`src/rtl/mem_port_arbiter.sv`:
```
// Arbitrates instruction-fetch and load/store requests onto one single-port memory.
// One transaction in flight at a time: grant in IDLE, memory access in REQ, response in RESP.
module mem_port_arbiter #(
    parameter int unsigned ADDR_W     = 32,
    parameter int unsigned DATA_W     = 32,
    parameter int unsigned MAX_STREAK = 4
) (
    input  logic              clk,
    input  logic              rst_BF,
    input  logic              flush,
    input  logic              if_req,
    input  logic [ADDR_W-1:0] if_addr,
    output logic              if_gnt,
    output logic              if_rvalid,
    output logic [DATA_W-1:0] if_rdata,
    input  logic              ls_req,
    input  logic              ls_we,
    input  logic [ADDR_W-1:0] ls_addr,
    input  logic [DATA_W-1:0] ls_wdata,
    output logic              ls_gnt,
    output logic              ls_rvalid,
    output logic [DATA_W-1:0] ls_rdata,
    output logic              mem_req,
    output logic              mem_we,
    output logic [ADDR_W-1:0] mem_addr,
    output logic [DATA_W-1:0] mem_wdata,
    input  logic              mem_ready,
    input  logic [DATA_W-1:0] mem_rdata,
    output logic [15:0]       conflict_cnt
);

    localparam int unsigned StreakW = $clog2(MAX_STREAK + 1);
    localparam logic [StreakW-1:0] StreakMax = StreakW'(MAX_STREAK);
    localparam logic OwnerIf = 1'b0;
    localparam logic OwnerLs = 1'b1;

    typedef enum logic [1:0] {StIdle, StReq, StResp} state_e;

    state_e              state_q, state_d;
    logic                owner_q, owner_d;
    logic [ADDR_W-1:0]   addr_q, addr_d;
    logic                we_q, we_d;
    logic [DATA_W-1:0]   wdata_q, wdata_d;
    logic [DATA_W-1:0]   rdata_q, rdata_d;
    logic [StreakW-1:0]  streak_q, streak_d;
    logic [15:0]         cnt_q, cnt_d;
    logic                suppress_q, suppress_d;
    logic                grant_if, grant_ls, if_ok, lose;

    always_comb begin
        state_d    = state_q;
        owner_d    = owner_q;
        addr_d     = addr_q;
        we_d       = we_q;
        wdata_d    = wdata_q;
        rdata_d    = rdata_q;
        streak_d   = streak_q;
        suppress_d = suppress_q;
        grant_if   = 1'b0;
        grant_ls   = 1'b0;
        // A flushed fetch is not eligible, so it cannot force a streak break either.
        if_ok      = if_req && !flush;

        case (state_q)
            StIdle: begin
                if (ls_req && !(if_ok && streak_q >= StreakMax)) begin
                    grant_ls = 1'b1;
                    owner_d  = OwnerLs;
                    addr_d   = ls_addr;
                    we_d     = ls_we;
                    wdata_d  = ls_wdata;
                    state_d  = StReq;
                    if (if_req) begin
                        streak_d = (streak_q >= StreakMax) ? streak_q : streak_q + 1'b1;
                    end else begin
                        streak_d = '0;
                    end
                end else if (if_ok) begin
                    grant_if = 1'b1;
                    owner_d  = OwnerIf;
                    addr_d   = if_addr;
                    we_d     = 1'b0;
                    wdata_d  = '0;
                    streak_d = '0;
                    state_d  = StReq;
                end
            end
            StReq: begin
                if (flush && owner_q == OwnerIf) begin
                    suppress_d = 1'b1;
                end
                if (mem_ready) begin
                    rdata_d = mem_rdata;
                    state_d = StResp;
                end
            end
            StResp: begin
                suppress_d = 1'b0;
                state_d    = StIdle;
            end
            default: state_d = StIdle;
        endcase

        lose  = (if_req && !grant_if) || (ls_req && !grant_ls);
        cnt_d = (lose && cnt_q != 16'hFFFF) ? cnt_q + 16'd1 : cnt_q;
    end

    always_ff @(posedge clk) begin
        if (rst_BF) begin
            state_q    <= StIdle;
            owner_q    <= OwnerIf;
            addr_q     <= '0;
            we_q       <= 1'b0;
            wdata_q    <= '0;
            rdata_q    <= '0;
            streak_q   <= '0;
            cnt_q      <= '0;
            suppress_q <= 1'b0;
        end else begin
            state_q    <= state_d;
            owner_q    <= owner_d;
            addr_q     <= addr_d;
            we_q       <= we_d;
            wdata_q    <= wdata_d;
            rdata_q    <= rdata_d;
            streak_q   <= streak_d;
            cnt_q      <= cnt_d;
            suppress_q <= suppress_d;
        end
    end

    // Outputs are forced low combinationally so reset silences them before the edge.
    assign if_gnt       = grant_if && !rst_BF;
    assign ls_gnt       = grant_ls && !rst_BF;
    assign mem_req      = (state_q == StReq) && !rst_BF;
    assign mem_we       = we_q && !rst_BF;
    assign mem_addr     = rst_BF ? '0 : addr_q;
    assign mem_wdata    = rst_BF ? '0 : wdata_q;
    assign if_rvalid    = !rst_BF && (state_q == StResp) && (owner_q == OwnerIf) &&
                          !suppress_q && !flush;
    assign ls_rvalid    = !rst_BF && (state_q == StResp) && (owner_q == OwnerLs);
    assign if_rdata     = rst_BF ? '0 : rdata_q;
    assign ls_rdata     = rst_BF ? '0 : rdata_q;
    assign conflict_cnt = cnt_q;

endmodule

```
`config.mk`:
```
export PLATFORM = sky130hd
export DESIGN_NAME = mem_port_arbiter
export DESIGN_NICKNAME = d
export VERILOG_FILES = /design/src/rtl/mem_port_arbiter.sv
export SDC_FILE = /design/constraint.sdc
export NUM_CORES = 1
export LEC_CHECK = 0
export CAP_MARGIN = 20
export CORE_MARGIN = 2
export CORE_UTILIZATION = 36
export CTS_CLUSTER_DIAMETER = 60
export DETAILED_ROUTE_END_ITERATION = 8
export PLACE_DENSITY = 0.82
export SLEW_MARGIN = 20
export SYNTH_ARGS = -nofsm -noshare
export SYNTH_HDL_FRONTEND = slang
export SYNTH_SLANG_ARGS = --single-unit
export TNS_END_PERCENT = 20
```
`constraint.sdc`:
```
create_clock -name clk -period 1.6 [get_ports clk]
set_input_delay 0.4 -clock clk [delete_from_list [all_inputs] [get_ports clk]]
set_output_delay 0.4 -clock clk [all_outputs]
set_load 0.005 [all_outputs]
```
# == Word level (Yosys, flattened, before mapping) ==
# Index checks and enable logic that the tools add are counted.
# classes
n_eq_ne,7
mux,25
magnitude_cmp,1
n_bitwise,1
n_reduce_logical,31
add_sub_neg,2
# ops
operator,n
$mux W32,7
$add A16 B1 Y16 const B,1
$logic_and A1 B1 Y1,16
$ne A16 B16 Y1 const B,1
$mux W3,4
$mux W1,9
$reduce_and A2 Y1,4
$logic_not A1 Y1,6
$mux W2,3
$ne A3 B3 Y1 const B,2
$ne A2 B2 Y1 const B,2
$pmux W2 S2,1
$reduce_bool A2 Y1,2
$add A3 B1 Y3 const B,1
$ge A3 B3 Y1 const B,1
$reduce_and A3 Y1,1
$eq A2 B1 Y1 const B,1
$eq A2 B2 Y1 const B,1
$logic_not A2 Y1,1
$pmux W1 S2,1
$logic_or A1 B1 Y1,1
$not A1 Y1,1
# word_totals
elab_cells,76
inputBits,135
register_bits,120
output_inout_bits,150

# == Logic depth before layout (Yosys ltp) ==
# Gate-level depths: netlist of the first run.
# logic_depth
word_depth,11
mapped_depth,7
mapped_depth_nobuf,6

# == Worst setup path after synthesis of the first run ==
# OpenSTA, ideal clock, no wires.
# synth_path
path_kind,register to register
from,"register cnt_q[0], in the netlist conflict_cnt[0]"
to,"register cnt_q[5], in the netlist conflict_cnt[5]"
path_buffers,1
path_stages_with_launch,8
slack_ps,-157
required_ps,1472
setup_time_ps,128
t_arrival_ps,1630
period_less_slack_ps,1757
cell_sequence,dfxtp_1 ha_1 nand3_1 nor4_4 buf_2 nor4_1 xnor2_1 nor2_1
# synth_between
elab_chain_len,2
word_cells_on_any_way,3
classes_between,1 x add/sub; 1 x eq/ne; 1 x reduce/logical
# synth_lines
element,line_no,source
"start, declared",46,"logic [15:0] cnt_q, cnt_d;"
"start signal, assigned",127,cnt_q <= cnt_d;
branches (longest 2 deep; another with $add A16 B1 Y16),--,
# Several ways; the timed one is not identified.
# A chain may end at the register's enable or synchronous reset.

# == Worst setup path in the final report of the first run ==
# layout_path
from,register owner_q
to,output port if_rvalid
# layout_between
elab_chain_len,4
# layout_lines
element,line_no,source
"start, declared",40,"logic owner_q, owner_d;"
"start signal, assigned",111,owner_q <= OwnerIf;
"start signal, assigned",121,owner_q <= owner_d;
$not A1 Y1,139,assign if_rvalid = !rst_BF && (state_q == StResp) && (owner_q == OwnerIf) &&
$logic_and A1 B1 Y1 (2 in series),139,
$logic_and A1 B1 Y1,140,!suppress_q && !flush;
"end, declared",14,"output logic if_rvalid,"
# No other way between the ends.

==> impl_metrics.env, run 1 <==
export IMPL_power_w=0.00943
export IMPL_ys_ff_latch=120
export IMPL_numCtsBuffers=17
export IMPL_synth_area_leaders="dfxtp_1 45%, nor2b_1 12%, mux2i_1 6.2%"
export IMPL_setup_viol=25
export IMPL_drt_first_iter_violations=319
export IMPL_slew_headroom_pct=73.9
export IMPL_slew_violations=0
export IMPL_post_route_drc_count=0
export IMPL_routed_wl_um=21800
export IMPL_path_class="flop to primary output"
export IMPL_grt_setup_unrepaired="true"
export IMPL_place_inst=1055
export IMPL_seqCellArea_sq_um=2450
export IMPL_cp_required_ns=1.20
export IMPL_worst_path_buf_inv=1
export IMPL_diodes=0
export IMPL_global_route_overflow_total=0
export IMPL_synth_edf_count=0
export IMPL_layout_commonest_cell="clkdlybuf4s50_1"
export IMPL_fin_crit_ns=1.85
export IMPL_io_buffers=284
export IMPL_startpoint="owner_q"
export IMPL_nNetsFinal=1052
export IMPL_clk_path_buf_depth=2
export IMPL_power_leakage_nw=4.54
export IMPL_coreArea_sq_um=14500
export IMPL_multi_input_area_sq_um=3210
export IMPL_path_delay_family="simple AND/OR/NAND/NOR gates"
export IMPL_dieArea_sq_um=15900
export IMPL_avgRoutedWirePerCell_um=19.6
export IMPL_async_flop_share_pct=0
export IMPL_postRouteAntennaNets=0
export IMPL_cts_sinks=120
export IMPL_path_cells="or4_4 -> nor2_2 -> buf_2"
export IMPL_netlist_area_leader_share_pct=44.8
export IMPL_max_freq_mhz=540
export IMPL_die_x_um=126
export IMPL_final_cell_mix="130 x clkdlybuf4s50_1, 99 x dfxtp_1, 90 x buf_4, 59 x nor2b_4, 53 x nor2_1"
export IMPL_yosysWarnings=0
export IMPL_grt_pass1_vias=5687
export IMPL_worst_slack_ns=-0.252
export IMPL_crit_reg2reg_launch="conflict_cnt[1]"
export IMPL_start_kind="flop"
export IMPL_yosysSeqAreaShare_pct=44.8
export IMPL_initial_utilization_pct=36.9
export IMPL_fp_dieH_um=126
export IMPL_p_per_area_nw_per_um2=918
export IMPL_worstHoldStart="rst_BF"
export IMPL_grt_max_degree=37
export IMPL_end_kind="primary output"
export IMPL_synth_cell_type_count=41
export IMPL_cts_root_buf="clkbuf_16"
export IMPL_max_stage_delay_ns=0.51
export IMPL_hp_class="input pin to flop"
export IMPL_synth_fp_nets=701
export IMPL_grt_antenna_before_repair=0
export IMPL_hpwlAfterDp_um=12900
export IMPL_hold_viol_final=0
export IMPL_max_cap_viol_count=0
export IMPL_grt_usage_pct=24.1
export IMPL_clkTransAtPathRegs_ns=0.05
export IMPL_netlist_area_sq_um=5360
export IMPL_worstMarginPinSlew_ns=0.391
export IMPL_grt_pass1_wl_um=30400
export IMPL_cts_max_level=4
export IMPL_violations="setup timing"
export IMPL_skew_ns=0.00861
export IMPL_yosysTopAreaCell="dfxtp_1"
export IMPL_syn_avg_cell_area_sq_um=9.51
export IMPL_gp_congestion=0.815
export IMPL_fillers=1015
export IMPL_tns_ns=-1.56
export IMPL_layout_drive_gt1_share_pct=39.4
export IMPL_via_per_inst=5.07
export IMPL_rows=44
export IMPL_worstPathMaxFanout=2
export IMPL_route_vias_total=5640
export IMPL_pre_cts_ws_ns=-0.722
export IMPL_synth_ff_type="dfxtp_1"
export IMPL_cp_arrival_ns=1.45
export IMPL_layoutNonFillerInstCount=1112
export IMPL_first_pass_iters=6
export IMPL_min_period_over_period_pct=116
export IMPL_syn_inst=564
export IMPL_ios=285
export IMPL_syn_to_final_growth_pct=91.5
export IMPL_slowest_stage="or4_4"
export IMPL_peakVddDrop_v=0.000707
export IMPL_cts_tree="done"
export IMPL_clk_latency_ns=0.41
export IMPL_outcome="finished with violations"
## where the power goes
| part | internal [W] | switching (W) | total [W] |
|---|---|---|---|
| clock network | 0.00277 | 0.00145 | 0.00422 |
| logic | 0.00112 | 0.000767 | 0.00189 |
| registers | 0.00321 | 0.000103 | 0.00332 |
| total | 0.00710 | 0.00232 | 0.00943 |
## sequential cells by signal, indices dropped and copies added (netlist names)
register,flops
state_q,2
we_q,1
rdata_q,32
wdata_q,32
streak_q,3
conflict_cnt,16
owner_q,1
addr_q,32
suppress_q,1
## tightest hold or removal path, delay by kind of cell
| kind | cells | cell delay (ns) |
|---|---|---|
| buffers and inverters | 3 | 0.34 |
| AO/OA/AOI/OAI | 1 | 0.04 |
## layer usage
| layer | up-vias | global-route usage [%] | wire length (um) |
|---|---|---|---|
| li1 | 2643 | - | - |
| met1 | 2681 | 27.0 | 8230 |
| met2 | 265 | 43.9 | 11500 |
| met3 | 51 | 7.18 | 1510 |
| met4 | 0 | 6.98 | 546 |
| met5 | - | 0 | 0 |
## cells by family after synthesis
kind of cell | Yosys count | synth area share, %
adders and majority gates | 2 | 0.467
muxes | 33 | 6.16
and+or+nand+nor | 206 | 21.4
DFF | 120 | 44.8
buffers and inverters | 76 | 7.93
AOI/OAI and AO/OA | 114 | 17.1
xor gates and xnor gates | 13 | 2.12
## through the flow
step                      area [sq um]  hold slack [ns]  utilization (%)
after global placement            8890            0.469             61.2
after floorplan                   5400            0.446                -
after CTS                         9940            0.370             68.4
final                            10300            0.418             70.7
after detailed placement          8890            0.482             61.2
after global routing             10300            0.410             70.7
## synthesized netlist by cell type, types with 3 or more instances
cell type,count
dfxtp_1,120
nor2b_1,100
nor2_1,57
buf_4,36
a22o_1,33
clkbuf_1,33
mux2i_1,33
a211oi_1,32
o22a_1,32
nand2_1,16
xnor2_1,12
nor3_1,6
a21oi_1,5
buf_2,4
nand2b_1,4
o21ai_0,4
and3_1,3
nand4_1,3
nor4_1,3
## worst paths after layout
kind,depth (start not counted),slack (ns),to
setup / recovery,3,-0.25,if_rvalid
hold / removal,4,0.42,addr_q[3]
setup reg to reg,8,-0.13,conflict_cnt[15]
hold reg to reg,2,0.49,addr_q[15]
## final cells by class
cell class	instances	share of cell area [%]
repair buffers	407	36.3
well taps	184	2.24
clock buffers	17	4.14
inverters	1	0.0365
multi-input cells	368	31.3
clock inverters	15	2.19
flip-flops and latches	120	23.8
## timing repair
action,in CTS,in global routing
buffers inserted,9,9
gates cloned,5,2
hold buffers,0,0
pin swaps,6,12
gates resized for setup,459,150
setup endpoints to repair,189,115
Power figures use the tool's default switching activity.
==> run 2, diff against run 1 <==
--- a/config.mk
+++ b/config.mk
@@ -11,6 +11,7 @@
 export CTS_CLUSTER_DIAMETER = 60
 export DETAILED_ROUTE_END_ITERATION = 8
 export PLACE_DENSITY = 0.82
+export SKIP_CTS_REPAIR_TIMING = 1
 export SLEW_MARGIN = 20
 export SYNTH_ARGS = -nofsm -noshare
 export SYNTH_HDL_FRONTEND = slang
==> constraint.sdc (replaced) <==
create_clock -name clk -period 1.59 [get_ports clk]
set_input_delay 0.3975 -clock clk [delete_from_list [all_inputs] [get_ports clk]]
set_output_delay 0.3975 -clock clk [all_outputs]
set_load 0.005 [all_outputs]
==> run 2 against run 1 <==
The flow still finishes with violations (setup timing). Register-to-register slack gained 0.08 ns. Power shrank 8.7%. Worst setup slack lost 0.093 ns. Hold slack gained 0.072 ns. Non-clock buffer count shrank 28. Die area is the same. Core utilization shrank 1.6 points. Design area shrank 2.3%. Clock power shrank 15%. Routed wire length shrank 16%. Final cell count shrank 2.6%. Sequential cell count is the same. Critical endpoint is now if_rdata[20]. Largest cell class unchanged. Highest routed layer unchanged.
==> impl_metrics.env, run 2 (same netlist as run 1, synthesis figures left out) <==
export IMPL_fin_crit_ns=1.93
export IMPL_syn_to_final_growth_pct=87.1
export IMPL_grt_pass1_vias=5044
export IMPL_outcome="finished with violations"
export IMPL_power_leakage_nw=5.77
export IMPL_final_cell_mix="156 x clkdlybuf4s50_1, 111 x dlymetal6s2s_1, 102 x dfxtp_1, 80 x buf_4, 53 x nor2_1"
export IMPL_worstMarginPinSlew_ns=0.430
export IMPL_peakVddDrop_v=0.000676
export IMPL_fp_dieH_um=126
export IMPL_grt_pass1_wl_um=25800
export IMPL_initial_utilization_pct=36.9
export IMPL_dieArea_sq_um=15900
export IMPL_p_per_area_nw_per_um2=857
export IMPL_clk_latency_ns=0.41
export IMPL_first_pass_iters=4
export IMPL_hpwlAfterDp_um=12100
export IMPL_dr_wl_met3_um=1150
export IMPL_grt_antenna_before_repair=0
export IMPL_min_period_over_period_pct=122
export IMPL_start_kind="input pin"
export IMPL_violations="setup timing"
export IMPL_drt_first_iter_violations=264
export IMPL_layout_drive_gt1_share_pct=27.3
export IMPL_tns_ns=-8.05
export IMPL_slew_violations=0
export IMPL_worstPathMaxFanout=22
export IMPL_cts_root_buf="clkbuf_16"
export IMPL_slew_headroom_pct=71.4
export IMPL_post_route_drc_count=0
export IMPL_setup_viol=35
export IMPL_place_inst=1047
export IMPL_rows=44
export IMPL_numCtsBuffers=17
export IMPL_hp_class="flop to flop"
export IMPL_cts_tree="done"
export IMPL_global_route_overflow_total=0
export IMPL_layoutNonFillerInstCount=1083
export IMPL_nNetsFinal=1024
export IMPL_cts_sinks=120
export IMPL_fillers=1028
export IMPL_ios=285
export IMPL_skew_ns=0.00978
export IMPL_grt_max_degree=66
export IMPL_route_top_layer_used="met4"
export IMPL_wl_met1_um=7460
export IMPL_worst_slack_ns=-0.345
export IMPL_clk_path_buf_depth=2
export IMPL_top_regs="addr_q (32), rdata_q (32), wdata_q (32)"
export IMPL_diodes=0
export IMPL_path_class="input pin to primary output"
export IMPL_multi_input_area_sq_um=2890
export IMPL_layout_commonest_cell="clkdlybuf4s50_1"
export IMPL_clkTransAtPathRegs_ns=0.05
export IMPL_die_x_um=126
export IMPL_via_per_inst=4.92
export IMPL_max_cap_viol_count=0
export IMPL_routed_wl_um=18300
export IMPL_route_vias_total=5324
export IMPL_grt_setup_unrepaired="true"
export IMPL_end_kind="primary output"
export IMPL_cts_max_level=4
export IMPL_hold_viol_final=0
export IMPL_avgRoutedWirePerCell_um=16.9
export IMPL_postRouteAntennaNets=0
export IMPL_grt_usage_pct=20.3
export IMPL_hold_slack_ns=0.491
export IMPL_seqCellArea_sq_um=2430
export IMPL_cp_required_ns=1.19
export IMPL_cp_arrival_ns=1.54
export IMPL_ff2ff_setup_slack_ns=-0.05
export IMPL_io_buffers=284
export IMPL_max_freq_mhz=517
export IMPL_wl_met2_um=9300
export IMPL_coreArea_sq_um=14500
export IMPL_gp_congestion=0.829
-- run 2: cell types whose count changed in the layout (fill, tap and decap cells not counted), moves of 7 or more --
cell and delta:
dlymetal6s2s_1 +110, dlygate4sd2_1 -49, nor2b_4 -36, buf_2 -33
nor2b_2 +29, clkdlybuf4s50_1 +26, buf_6 -21, clkdlybuf4s15_1 -21
clkbuf_2 -19, buf_4 -10, nor2b_1 +7
-- run 2: power by group --
| part | leakage [nW] | switching [W] | internal, W |
|---|---|---|---|
| combinational | 4.50 | 0.000655 | 0.00103 |
| sequential | 0.995 | 0.0000840 | 0.00324 |
| clock | 0.279 | 0.00131 | 0.00229 |
| total | 5.77 | 0.00204 | 0.00656 |
-- run 2: metrics by stage --
step                util, %  total power (W)  cell area (sq um)  setup WS [ns]
global placement       60.7          0.00494               8820         -0.731
global route           69.1          0.00896              10000         -0.376
finish                 69.1          0.00860              10000         -0.345
CTS                    64.5          0.00861               9380         -0.764
detailed placement     60.7          0.00498               8820         -0.761
floorplan                 -          0.00405               5400        -0.0526
-- run 2: worst max-delay path, cell delays in order --
cell	delay, ns
buf_6	0.14
buf_16	0.18
nor2b_1	0.23
clkdlybuf4s50_1	0.57
-- run 2: final timing paths --
kind	startpoint	to	cells past startpoint
hold / removal	addr_q[10]	addr_q[10]	2
setup reg to reg	conflict_cnt[1]	conflict_cnt[14]	6
hold reg to reg	addr_q[10]	addr_q[10]	2
setup / recovery	rst_BF	if_rdata[20]	4
-- run 2: area by class of cell --
type,instances,share of cell area [%]
Timing Repair Buffer,379,39.1
Multi-Input combinational cell,368,28.8
Sequential cell,120,24.2
Clock buffer,23,4.86
Tap cell,184,2.29
Clock inverter,8,0.711
Inverter,1,0.0374
-- run 2: layer usage --
layer / vias to the layer above / global-route usage [%]
li1: 2594 / -
met1: 2477 / 23.9
met2: 221 / 35.2
met3: 32 / 6.12
met4: 0 / 6.79
met5: - / 0
